<file path="config.mk">
export PLATFORM = sky130hd
export DESIGN_NAME = gpu_core_mc
export DESIGN_NICKNAME = d
export VERILOG_FILES = /design/src/rtl/gpu_pkg.sv /design/src/rtl/gpu_alu.sv /design/src/rtl/gpu_core_mc.sv
export SDC_FILE = /design/constraint.sdc
export NUM_CORES = 1
export LEC_CHECK = 0
export BUFFER_PORTS_ARGS = -buffer_cell sky130_fd_sc_hd__buf_4
export CAP_MARGIN = 20
export CORE_ASPECT_RATIO = 1.2
export CORE_MARGIN = 3
export CORE_UTILIZATION = 44
export CTS_CLUSTER_DIAMETER = 120
export CTS_CLUSTER_SIZE = 16
export DETAILED_ROUTE_END_ITERATION = 8
export SYNTH_ARGS = -nofsm -noshare
export SYNTH_HDL_FRONTEND = slang
export SYNTH_SLANG_ARGS = --single-unit
</file>
<file path="constraint.sdc">
create_clock -name clk -period 11.39 [get_ports clk]
set_input_delay 1.7085 -clock clk [delete_from_list [all_inputs] [get_ports clk]]
set_output_delay 1.7085 -clock clk [all_outputs]
set_load 0.05 [all_outputs]
</file>
<file path="src/rtl/gpu_pkg.sv">
// ============================================================================
//  Module      : gpu_pkg
//  Description : Shared encodings for the gpu_core_mc micro-core: opcodes,
//                predicate codes, FSM states and small decode helpers.
//  Revision    : 1.0 - initial release
// ============================================================================
`default_nettype none

package gpu_pkg;

  // Opcode field instr[28:24]; unlisted values execute as NOP.
  typedef enum logic [4:0] {
    OP_LD     = 5'd0,
    OP_ST     = 5'd1,
    OP_MUL    = 5'd2,
    OP_ADD    = 5'd3,
    OP_SUB    = 5'd4,
    OP_SRL    = 5'd5,
    OP_SLL    = 5'd6,
    OP_AND    = 5'd7,
    OP_OR     = 5'd8,
    OP_XOR    = 5'd9,
    OP_LDI    = 5'd10,
    OP_CMP    = 5'd11,
    OP_QPUSHI = 5'd15,
    OP_QPUSHR = 5'd16,
    OP_END    = 5'd17
  } opcode_e;

  // Predicate field instr[31:30].
  typedef enum logic [1:0] {
    PRED_AL = 2'd0,
    PRED_Z  = 2'd1,
    PRED_NZ = 2'd2,
    PRED_N  = 2'd3
  } pred_e;

  typedef enum logic [2:0] {
    ST_IDLE     = 3'd0,
    ST_FETCH    = 3'd1,
    ST_DECODE   = 3'd2,
    ST_EXEC     = 3'd3,
    ST_MEM_WAIT = 3'd4,
    ST_Q_WAIT   = 3'd5,
    ST_HALT     = 3'd6
  } state_e;

  // True when the predicate allows the instruction to take effect.
  function automatic logic pred_pass(input logic [1:0] pred,
                                     input logic z, input logic n);
    logic ok;
    case (pred)
      PRED_AL: ok = 1'b1;
      PRED_Z:  ok = z;
      PRED_NZ: ok = ~z;
      default: ok = n;
    endcase
    return ok;
  endfunction

  function automatic logic is_mem_op(input logic [4:0] op);
    return (op == OP_LD) || (op == OP_ST);
  endfunction

  function automatic logic is_q_op(input logic [4:0] op);
    return (op == OP_QPUSHI) || (op == OP_QPUSHR);
  endfunction

endpackage

`default_nettype wire

</file>
<file path="src/rtl/gpu_alu.sv">
// ============================================================================
//  Module      : gpu_alu
//  Description : Combinational ALU for gpu_core_mc. Results are truncated to
//                DATA_W; shift amounts are taken modulo DATA_W; MUL keeps the
//                low DATA_W bits. CMP computes A-B (result used for flags).
//  Ports       : op     in  5       opcode
//                a, b   in  DATA_W  operands
//                result out DATA_W  ALU result
//                zero   out 1       result == 0
//                neg    out 1       result MSB
//  Revision    : 1.0 - initial release
// ============================================================================
`default_nettype none

module gpu_alu
  import gpu_pkg::*;
#(
  parameter int DATA_W = 16
) (
  input  logic [4:0]        op,
  input  logic [DATA_W-1:0] a,
  input  logic [DATA_W-1:0] b,
  output logic [DATA_W-1:0] result,
  output logic              zero,
  output logic              neg
);

  localparam logic [DATA_W-1:0] DW = DATA_W'(DATA_W);

  logic [2*DATA_W-1:0] prod;
  logic [DATA_W-1:0]   shamt;
  logic [DATA_W-1:0]   prod_unused_hi;

  always_comb begin
    prod           = {{DATA_W{1'b0}}, a} * {{DATA_W{1'b0}}, b};
    prod_unused_hi = prod[2*DATA_W-1:DATA_W];
    shamt          = b % DW;
    case (op)
      OP_MUL:  result = prod[DATA_W-1:0];
      OP_ADD:  result = a + b;
      OP_SUB,
      OP_CMP:  result = a - b;
      OP_SRL:  result = a >> shamt;
      OP_SLL:  result = a << shamt;
      OP_AND:  result = a & b;
      OP_OR:   result = a | b;
      OP_XOR:  result = a ^ b;
      default: result = '0;
    endcase
    zero = (result == '0);
    neg  = result[DATA_W-1];
  end

endmodule

`default_nettype wire

</file>
<file path="src/rtl/gpu_core_mc.sv">
// ============================================================================
//  Module      : gpu_core_mc
//  Description : Multi-cycle predicated micro-core. Each instruction walks
//                FETCH -> DECODE -> EXEC, with LD/ST parking in MEM_WAIT and
//                queue pushes parking in Q_WAIT until their handshakes land.
//                The register file is external (combinational reads).
//  Ports       : clk, rst                  clock / sync active-high reset
//                start, start_pc           launch from IDLE or HALT
//                pc, instr                 instruction fetch
//                rf_raddr0/1, rf_rdata0/1  register reads
//                rf_wen/waddr/wdata        register write pulse
//                mem_req/we/addr/wdata     data-memory request
//                mem_ack, mem_rdata        data-memory completion
//                q_valid/id/data, q_ready  work-queue push
//                busy, halted              status
//  Revision    : 1.0 - initial release
// ============================================================================
`default_nettype none

module gpu_core_mc
  import gpu_pkg::*;
#(
  parameter int DATA_W = 16,
  parameter int NREGS  = 16,
  parameter int ADDR_W = 16,
  parameter int NQ     = 4,
  localparam int RA_W  = $clog2(NREGS),
  localparam int QID_W = $clog2(NQ)
) (
  input  logic              clk,
  input  logic              rst,
  input  logic              start,
  input  logic [ADDR_W-1:0] start_pc,
  output logic [ADDR_W-1:0] pc,
  input  logic [31:0]       instr,
  output logic [RA_W-1:0]   rf_raddr0,
  output logic [RA_W-1:0]   rf_raddr1,
  input  logic [DATA_W-1:0] rf_rdata0,
  input  logic [DATA_W-1:0] rf_rdata1,
  output logic              rf_wen,
  output logic [RA_W-1:0]   rf_waddr,
  output logic [DATA_W-1:0] rf_wdata,
  output logic              mem_req,
  output logic              mem_we,
  output logic [ADDR_W-1:0] mem_addr,
  output logic [DATA_W-1:0] mem_wdata,
  input  logic              mem_ack,
  input  logic [DATA_W-1:0] mem_rdata,
  output logic              q_valid,
  output logic [QID_W-1:0]  q_id,
  output logic [DATA_W-1:0] q_data,
  input  logic              q_ready,
  output logic              busy,
  output logic              halted
);

  state_e state, state_n;
  logic [ADDR_W-1:0] pc_n, pc_inc;
  logic [31:0]       instr_q;
  logic [DATA_W-1:0] opa_q, opb_q;
  logic              flag_z, flag_n, flag_z_n, flag_n_n;
  logic              halted_n;

  // Decode of the latched instruction word
  logic [1:0]        pred;
  logic              optype;
  logic [4:0]        op;
  logic [RA_W-1:0]   rd;
  logic [11:0]       imm;
  logic [DATA_W-1:0] imm_ext, opnd_b;
  logic              pred_ok, do_mem, do_q;

  logic [DATA_W-1:0] alu_res;
  logic              alu_z, alu_n;

  assign pred      = instr_q[31:30];
  assign optype    = instr_q[29];
  assign op        = instr_q[28:24];
  assign rf_raddr0 = instr_q[20 +: RA_W];
  assign rf_raddr1 = instr_q[16 +: RA_W];
  assign rd        = instr_q[12 +: RA_W];
  assign imm       = instr_q[11:0];
  assign imm_ext   = DATA_W'(imm);
  assign opnd_b    = optype ? imm_ext : opb_q;
  assign pred_ok   = pred_pass(pred, flag_z, flag_n);
  assign pc_inc    = pc + 1'b1;

  // Handshake phases cover the issuing EXEC cycle as well as the wait
  // state, so a same-cycle ack/ready completes without visiting it.
  assign do_mem = ((state == ST_EXEC) && pred_ok && is_mem_op(op)) ||
                  (state == ST_MEM_WAIT);
  assign do_q   = ((state == ST_EXEC) && pred_ok && is_q_op(op)) ||
                  (state == ST_Q_WAIT);

  assign busy = (state != ST_IDLE) && (state != ST_HALT);

  gpu_alu #(.DATA_W(DATA_W)) u_alu (
    .op     (op),
    .a      (opa_q),
    .b      (opnd_b),
    .result (alu_res),
    .zero   (alu_z),
    .neg    (alu_n)
  );

  always_ff @(posedge clk) begin
    if (rst) begin
      state   <= ST_IDLE;
      pc      <= '0;
      instr_q <= '0;
      opa_q   <= '0;
      opb_q   <= '0;
      flag_z  <= 1'b0;
      flag_n  <= 1'b0;
      halted  <= 1'b0;
    end else begin
      state  <= state_n;
      pc     <= pc_n;
      flag_z <= flag_z_n;
      flag_n <= flag_n_n;
      halted <= halted_n;
      if (state == ST_FETCH) begin
        instr_q <= instr;
      end
      if (state == ST_DECODE) begin
        opa_q <= rf_rdata0;
        opb_q <= rf_rdata1;
      end
    end
  end

  always_comb begin
    state_n   = state;
    pc_n      = pc;
    flag_z_n  = flag_z;
    flag_n_n  = flag_n;
    halted_n  = halted;
    rf_wen    = 1'b0;
    rf_waddr  = '0;
    rf_wdata  = '0;
    mem_req   = 1'b0;
    mem_we    = 1'b0;
    mem_addr  = '0;
    mem_wdata = '0;
    q_valid   = 1'b0;
    q_id      = '0;
    q_data    = '0;

    // All request fields come from latched state, so they stay stable
    // for the whole wait.
    if (do_mem) begin
      mem_req = 1'b1;
      if (op == OP_ST) begin
        mem_we    = 1'b1;
        mem_addr  = ADDR_W'(opnd_b);
        mem_wdata = opa_q;
      end else begin
        mem_addr  = ADDR_W'(opa_q);
      end
      if (mem_ack) begin
        if (op == OP_LD) begin
          rf_wen   = 1'b1;
          rf_waddr = rd;
          rf_wdata = mem_rdata;
        end
        state_n = ST_FETCH;
        pc_n    = pc_inc;
      end else begin
        state_n = ST_MEM_WAIT;
      end
    end

    if (do_q) begin
      q_valid = 1'b1;
      q_id    = (op == OP_QPUSHI) ? imm[QID_W-1:0] : opnd_b[QID_W-1:0];
      q_data  = opa_q;
      if (q_ready) begin
        state_n = ST_FETCH;
        pc_n    = pc_inc;
      end else begin
        state_n = ST_Q_WAIT;
      end
    end

    case (state)
      ST_IDLE, ST_HALT: begin
        if (start) begin
          state_n  = ST_FETCH;
          pc_n     = start_pc;
          halted_n = 1'b0;
        end
      end
      ST_FETCH:  state_n = ST_DECODE;
      ST_DECODE: state_n = ST_EXEC;
      ST_EXEC: begin
        if (!pred_ok) begin
          state_n = ST_FETCH;
          pc_n    = pc_inc;
        end else if (!do_mem && !do_q) begin
          state_n = ST_FETCH;
          pc_n    = pc_inc;
          case (op)
            OP_MUL, OP_ADD, OP_SUB, OP_SRL, OP_SLL,
            OP_AND, OP_OR, OP_XOR: begin
              rf_wen   = 1'b1;
              rf_waddr = rd;
              rf_wdata = alu_res;
              flag_z_n = alu_z;
              flag_n_n = alu_n;
            end
            OP_LDI: begin
              rf_wen   = 1'b1;
              rf_waddr = rd;
              rf_wdata = imm_ext;
            end
            OP_CMP: begin
              flag_z_n = alu_z;
              flag_n_n = alu_n;
            end
            OP_END: begin
              state_n  = ST_HALT;
              pc_n     = pc;
              halted_n = 1'b1;
            end
            default: ;
          endcase
        end
      end
      ST_MEM_WAIT, ST_Q_WAIT: ;
      default: state_n = ST_IDLE;
    endcase

    // Reset is sampled at the edge; suppress strobes in the reset cycle so
    // an abandoned transaction cannot complete its write.
    if (rst) begin
      rf_wen    = 1'b0;
      rf_waddr  = '0;
      rf_wdata  = '0;
      mem_req   = 1'b0;
      mem_we    = 1'b0;
      mem_addr  = '0;
      mem_wdata = '0;
      q_valid   = 1'b0;
      q_id      = '0;
      q_data    = '0;
    end
  end

endmodule

`default_nettype wire

</file>
=== Word-level counts from Yosys, hierarchy flattened ===
Cells that the tools add are included.

* Register bits after elaboration: 86
* Bits in read-only memories: 0
* Output and inout bits: 100
* Latch bits: 0
* Memories kept: 0
* Memory bits (writable): 0

* $add $sub $neg: 3
* Muxes and demuxes: 68
* Equal/unequal tests: 28
* Bitwise logic cells: 4
* Div/mod/pow operators: 0
* $lt $le $gt $ge: 0
* Multiply operators: 1
* Reductions and logical operators: 25
* Shift-type cells: 2

{| class="wikitable"
|+ Operators with widths
! kind !! number
|-
| $mux 16 || 24
|-
| $pmux 16 s8 || 1
|-
| $pmux 16 s2 || 2
|-
| $mux 4 || 8
|-
| $eq 5x4->1 const B || 5
|-
| $mux 3 || 8
|-
| $eq 5x3->1 const B || 4
|-
| $mux 1 || 19
|-
| $reduce_or 9->1 || 2
|-
| $add 16x1->16 const B || 1
|-
| $add 16x16->16 || 1
|-
| $and 16x16->16 || 1
|-
| $logic_not 16->1 || 1
|-
| $mul 16x16->16 || 1
|-
| $or 16x16->16 || 1
|-
| $shl 16x4->16 || 1
|-
| $shr 16x4->16 || 1
|-
| $sub 16x16->16 || 1
|-
| $xor 16x16->16 || 1
|-
| $pmux 3 s5 || 1
|-
| $eq 5x2->1 const B || 2
|-
| $eq 5x5->1 const B || 2
|-
| $eq 3x3->1 const B || 3
|-
| $reduce_or 8->1 || 1
|-
| 24 further kinds || 39
|}

=== Longest topological paths before layout ===
* Depth in word-level cells: 11
* Gate-level depth with buffers: 30
* Mapped depth without buffers: 26

=== By module ===
A second synthesis with hierarchy kept.

* Cells, all modules: 1706
* Area, all modules: 12620.9 µm²

{| class="wikitable"
|+ Modules (own cells, without submodules)
! module !! area an instance (µm²) !! times used !! cells an instance
|-
| gpu_alu || 7193.1 || 1 || 941
|-
| gpu_core_mc || 5427.7 || 1 || 765
|}

=== Worst setup path after synthesis ===
No wires, ideal clock.

* Kind: register to output
* From: register instr_q[29]
* To: output rf_wdata[15]
* Required time: 9.682 ns
* Slack: 2.349 ns
* Cell stages (with the launch flop): 27
* Buffers on the path: 4
* Arrival time: 7.333 ns
* Cell sequence: dfxtp_1 -> buf_6 -> clkbuf_1 -> clkbuf_1 -> mux2i_1 -> clkbuf_1 -> inv_1 -> ha_1 -> fa_1 -> inv_1 -> fa_1 -> inv_1 -> ha_1 -> fa_1 -> fa_1 -> inv_1 -> fa_1 -> inv_1 -> ha_1 -> or4_1 -> and4_1 -> a21boi_0 -> o21ai_0 -> xnor2_1 -> o221ai_1 -> a22oi_1 -> nor2_1

* Cells in the longest elaborated chain, start to end: 8
* Elaborated cells between the ends (all ways): 15

{| class="wikitable"
|+ RTL lines
! what !! RTL line !! text
|-
| start, declared || gpu_core_mc.sv:59 || <nowiki>logic [31:0] instr_q;</nowiki>
|-
| start signal, assigned || gpu_core_mc.sv:123 || <nowiki>instr_q <= instr;</nowiki>
|-
| $mux 16 (*) || gpu_core_mc.sv:84 || <nowiki>assign opnd_b = optype ? imm_ext : opb_q;</nowiki>
|-
| $mul 16x16->16, or another cell as far along || gpu_alu.sv:35 || <nowiki>prod = {{DATA_W{1'b0}}, a} * {{DATA_W{1'b0}}, b};</nowiki>
|-
| $pmux 16 s8 (*) || gpu_alu.sv:38 || <nowiki>case (op)</nowiki>
|-
| $pmux 16 s2 (*) || gpu_core_mc.sv:202 || <nowiki>case (op)</nowiki>
|-
| $mux 16 (*) || gpu_core_mc.sv:199 || <nowiki>end else if (!do_mem && !do_q) begin</nowiki>
|-
| $mux 16 (*) || gpu_core_mc.sv:196 || <nowiki>if (!pred_ok) begin</nowiki>
|-
| $mux 16 (*) || gpu_core_mc.sv:185 || <nowiki>case (state)</nowiki>
|-
| $mux 16 (*) || gpu_core_mc.sv:235 || <nowiki>if (rst) begin</nowiki>
|-
| end, declared || gpu_core_mc.sv:42 || <nowiki>output logic [DATA_W-1:0] rf_wdata,</nowiki>
|}

Every way passes the cells marked *; elsewhere a longest branch is shown, timed or not.

=== Final worst setup path ===
* From: register instr_q[29]
* To: output rf_wdata[13]

Same word-level chain as after synthesis.

==> impl_metrics.yaml <==
synth:
  synth_warnings: 0
  ys_seq_area_share_pct: 13.99
  synth-edff-count: 0
  ys_ff_latch: 86
  post_synth_inst_count: 1711
  async_flop_share_pct: 0
  dominantRegCellSynth: "dfxtp_1"
  synth.avg_cell_area_um2: 7.194
  syn_area_um2: 12310
  synthDistinctLibCells: 74
  syn_nets: 1992
routing:
  antenna_left: 0
  vias: 13070
  initialDrtViolationCount: 1358
  first_pass_iters: 6
  drc_errors: 0
  met2WireLength_um: 24610
  highest_layer: "met4"
  route.detailed.vias_per_inst: 5.895
  routed_wl_um: 51940
  met3_length_um: 4053
  wire_per_inst_um: 23.43
  met1Wirelength_um: 19990
timing:
  timing.final.max_slew_violations: 0
  fin_worst_skew_ns: 0.008690
  report.final.setup_viol: 0
  setup_total_negative_slack_ns: 0
  finalHoldViolCount: 0
  fin_crit_sh_pct: 85.36
  worst_slew_margin_rel_pct: 30.27
  finalWorstPathRequiredPeriod_ns: 9.722
  worstMarginPinSlew_ns: 1.033
  grt_setup_unrepaired: "false"
  fmaxAchievable_mhz: 102.9
placed_design:
  port-buffer-count: 200
  detailed_place.area_um2: 14100
  place.detailed.hpwl_um: 39850
  gp_congestion: 1.021
status:
  run_status: "finished clean"
clock_tree:
  cts_sinks: 86
  holdBufCountCts: 0
  tritoncts.num_buffers: 9
  post_cts_resize_count: 0
  worst_skew_pair.late_latency_ns: 0.35
  h_tree_depth: 3
  max-clock-path-buffers: 2
  post_cts.repair.setup_buffers: 0
  clkSlewWorstSetupHoldPaths_ns: 0.06
  tritoncts: "done"
  cts_root_buffer: "clkbuf_16"
power:
  power.switching_w: 0.0005740
  seq_power_share_pct: 27.6
  vdd_ir_drop_max_v: 0.00008830
  pwr-share-clk_pct: 22.7
  swShare_pct: 44.12
  p_int_w: 0.0007270
  pd_cells_nw_per_um2: 90.25
  comb_power_share_pct: 49.7
  p_leak_nw: 6.231
setup_path:
  cp-end-kind: "primary output"
  critPathArrivalTime_ns: 8.01
  critical_path_class: "reg -> out"
  critical_path.max_fanout: 20
  critPathRequiredTime_ns: 9.68
  critical_path.max_stage_delay_ns: 0.69
  crit_path_top_delay_cell: "a2111oi_0"
  startpoint_type: "flip-flop"
layout:
  layout.cell_area.non_filler_um2: 14420
  antennaDiodeCount: 0
  layout-area-overhead-vs-synth_pct: 17.12
  layout.nets: 2119
  drive_gt1_share_pct: 15.41
floorplan:
  die_area_um2: 30030
  die_w_um: 158.7
  io_pins: 201
  row_count: 66
  die_h_um: 189.2
  starting_utilization_of_the_core_area_pct: 45.03
  design.core.area_um2: 27330
min_path:
  min-delay-path-class: "reg -> reg"
global_route:
  grt_overflow_total: 0
  grt_max_degree: 64
  antenna_found_initial: 0
  grt_pass1_vias: 13090
  track_usage_pct: 33.91
  grt_first_pass_wirelength_um: 77530
run:
  cap_viol_max_count: 0
layout by cell type, fill, tap and decap left out, drive strengths merged, types with 5 or more instances in the layout:
cell type and n:
clkinv 8, o2111ai 7, and2 16, a211oi 32, nand4 12, mux2i 50
nand3b 6, a22oi 30, nor2 189, nand2 276, o31ai 7, a21oi 123
or3 5, a211o 10, a21o 11, xor2 15, fa 81, a32oi 7
nor3 52, inv 166, a221oi 6, o211ai 14, and3 13, nor2b 13
nand2b 10, nor4 9, buf 243, or2 6, mux4 7, ha 99
a31oi 15, o21ai 54, clkbuf 11, nand3 27, dfxtp 86, o22ai 8
xnor2 57, o221ai 7
power groups by stage:
stage	Clock (W)	Combinational [W]	Sequential, W
2_1_floorplan	0	0.000422	0.000365
6_report	0.000296	0.000647	0.000359
3_5_place_dp	0	0.000629	0.000364
4_1_cts	0.000303	0.000632	0.000358
3_3_place_gp	0	0.000626	0.000364
5_1_grt	0.000314	0.000696	0.000362
through the flow:
stage / util [%] / cells / hold WS [ns] / setup slack (ns) / total power (W)
floorplan: - / 1711 / 0.4317 / 2.349 / 0.0007870
global placement: 51.57 / 2200 / 0.4377 / 2.192 / 0.0009909
detailed placement: 51.57 / 2200 / 0.4446 / 2.231 / 0.0009936
CTS: 52.64 / 2216 / 0.4536 / 1.792 / 0.001293
global route: 52.74 / 2217 / 0.4774 / 1.410 / 0.001373
finish: 52.74 / 2217 / 0.4515 / 1.668 / 0.001301
cell families (layout without fill, tap and decap cells):
logic type	Yosys count	count (layout)	synth area share, %
AO/OA/AOI/OAI	367	367	19.32
XOR/XNOR	73	73	5.306
adder cells (fa/ha/maj)	180	180	23.24
multiplexers	57	57	5.550
buffers and inverters	299	431	9.545
flip-flops	86	86	13.99
AND/OR/NAND/NOR	649	649	23.05
cell usage after synthesis (8+ instances only):
master / count / share of area, %
buf_4: 8 / 0.49
o21ai_0: 53 / 2.2
a31oi_1: 15 / 0.76
nand4_1: 12 / 0.61
buf_2: 8 / 0.33
nor3_1: 52 / 2.1
ha_1: 99 / 10
nand2_1: 276 / 8.4
inv_1: 161 / 4.9
nand2b_1: 10 / 0.51
nand3_1: 27 / 1.1
xor2_1: 15 / 1.1
dfxtp_1: 86 / 14
fa_1: 81 / 13
and3_1: 13 / 0.66
nor2_1: 189 / 5.8
a22oi_1: 30 / 1.8
nor4_1: 9 / 0.46
a21oi_1: 123 / 5.0
a21o_1: 11 / 0.67
o22ai_1: 8 / 0.41
nor2b_1: 13 / 0.66
mux2i_1: 48 / 3.9
and2_1: 16 / 0.81
buf_1: 13 / 0.40
xnor2_1: 57 / 4.1
a211o_1: 10 / 0.71
o211ai_1: 14 / 0.85
clkbuf_1: 97 / 3.0
a211oi_1: 32 / 2.0
registers in the layout (all words and copies together) (netlist names):
| signal | count |
|---|---|
| flag_n | 1 |
| flag_z | 1 |
| halted | 1 |
| instr_q | 32 |
| opa_q | 16 |
| opb_q | 16 |
| pc | 16 |
| state | 3 |
routing by layer:
| layer | vias to the layer above | global-route usage (%) |
|---|---|---|
| li1 | 6050 | - |
| met1 | 6193 | 41.40 |
| met2 | 647 | 56.64 |
| met3 | 179 | 5.396 |
| met4 | 0 | 18.24 |
| met5 | - | 0 |
worst paths after layout:
path | from | end | slack (ns) | cells after the start
worst max-delay path | instr_q[29]$_SDFFE_PP0N_ | rf_wdata[13] | 1.67 | 25
worst min-delay path | instr_q[15]$_SDFFE_PP0N_ | instr_q[15]$_SDFFE_PP0N_ | 0.45 | 2
worst max register to register | instr_q[29]$_SDFFE_PP0N_ | flag_z$_SDFFE_PP0P_ | 3.10 | 24
worst min register to register | instr_q[15]$_SDFFE_PP0N_ | instr_q[15]$_SDFFE_PP0N_ | 0.45 | 2
critical path, delay by kind of cell, from the launching register on:
| family | cells | cell delay [ns] |
|---|---|---|
| compound gates | 3 | 1.01 |
| fa+ha+maj | 8 | 3.15 |
| buf+inv | 8 | 1.23 |
| flops | 1 | 0.64 |
| mux | 2 | 0.48 |
| simple gates | 4 | 1.14 |
cell type report:
cell class	instances	area (µm²)
fillers	2783	12920
repair buffers	243	1844
flip-flops and latches	86	1722
clock inverters	5	58.81
well taps	374	467.9
multi-input cells	1326	9440
clock buffers	11	232.7
inverters	172	650.6
No activity file was read; power rests on OpenSTA's default activity.
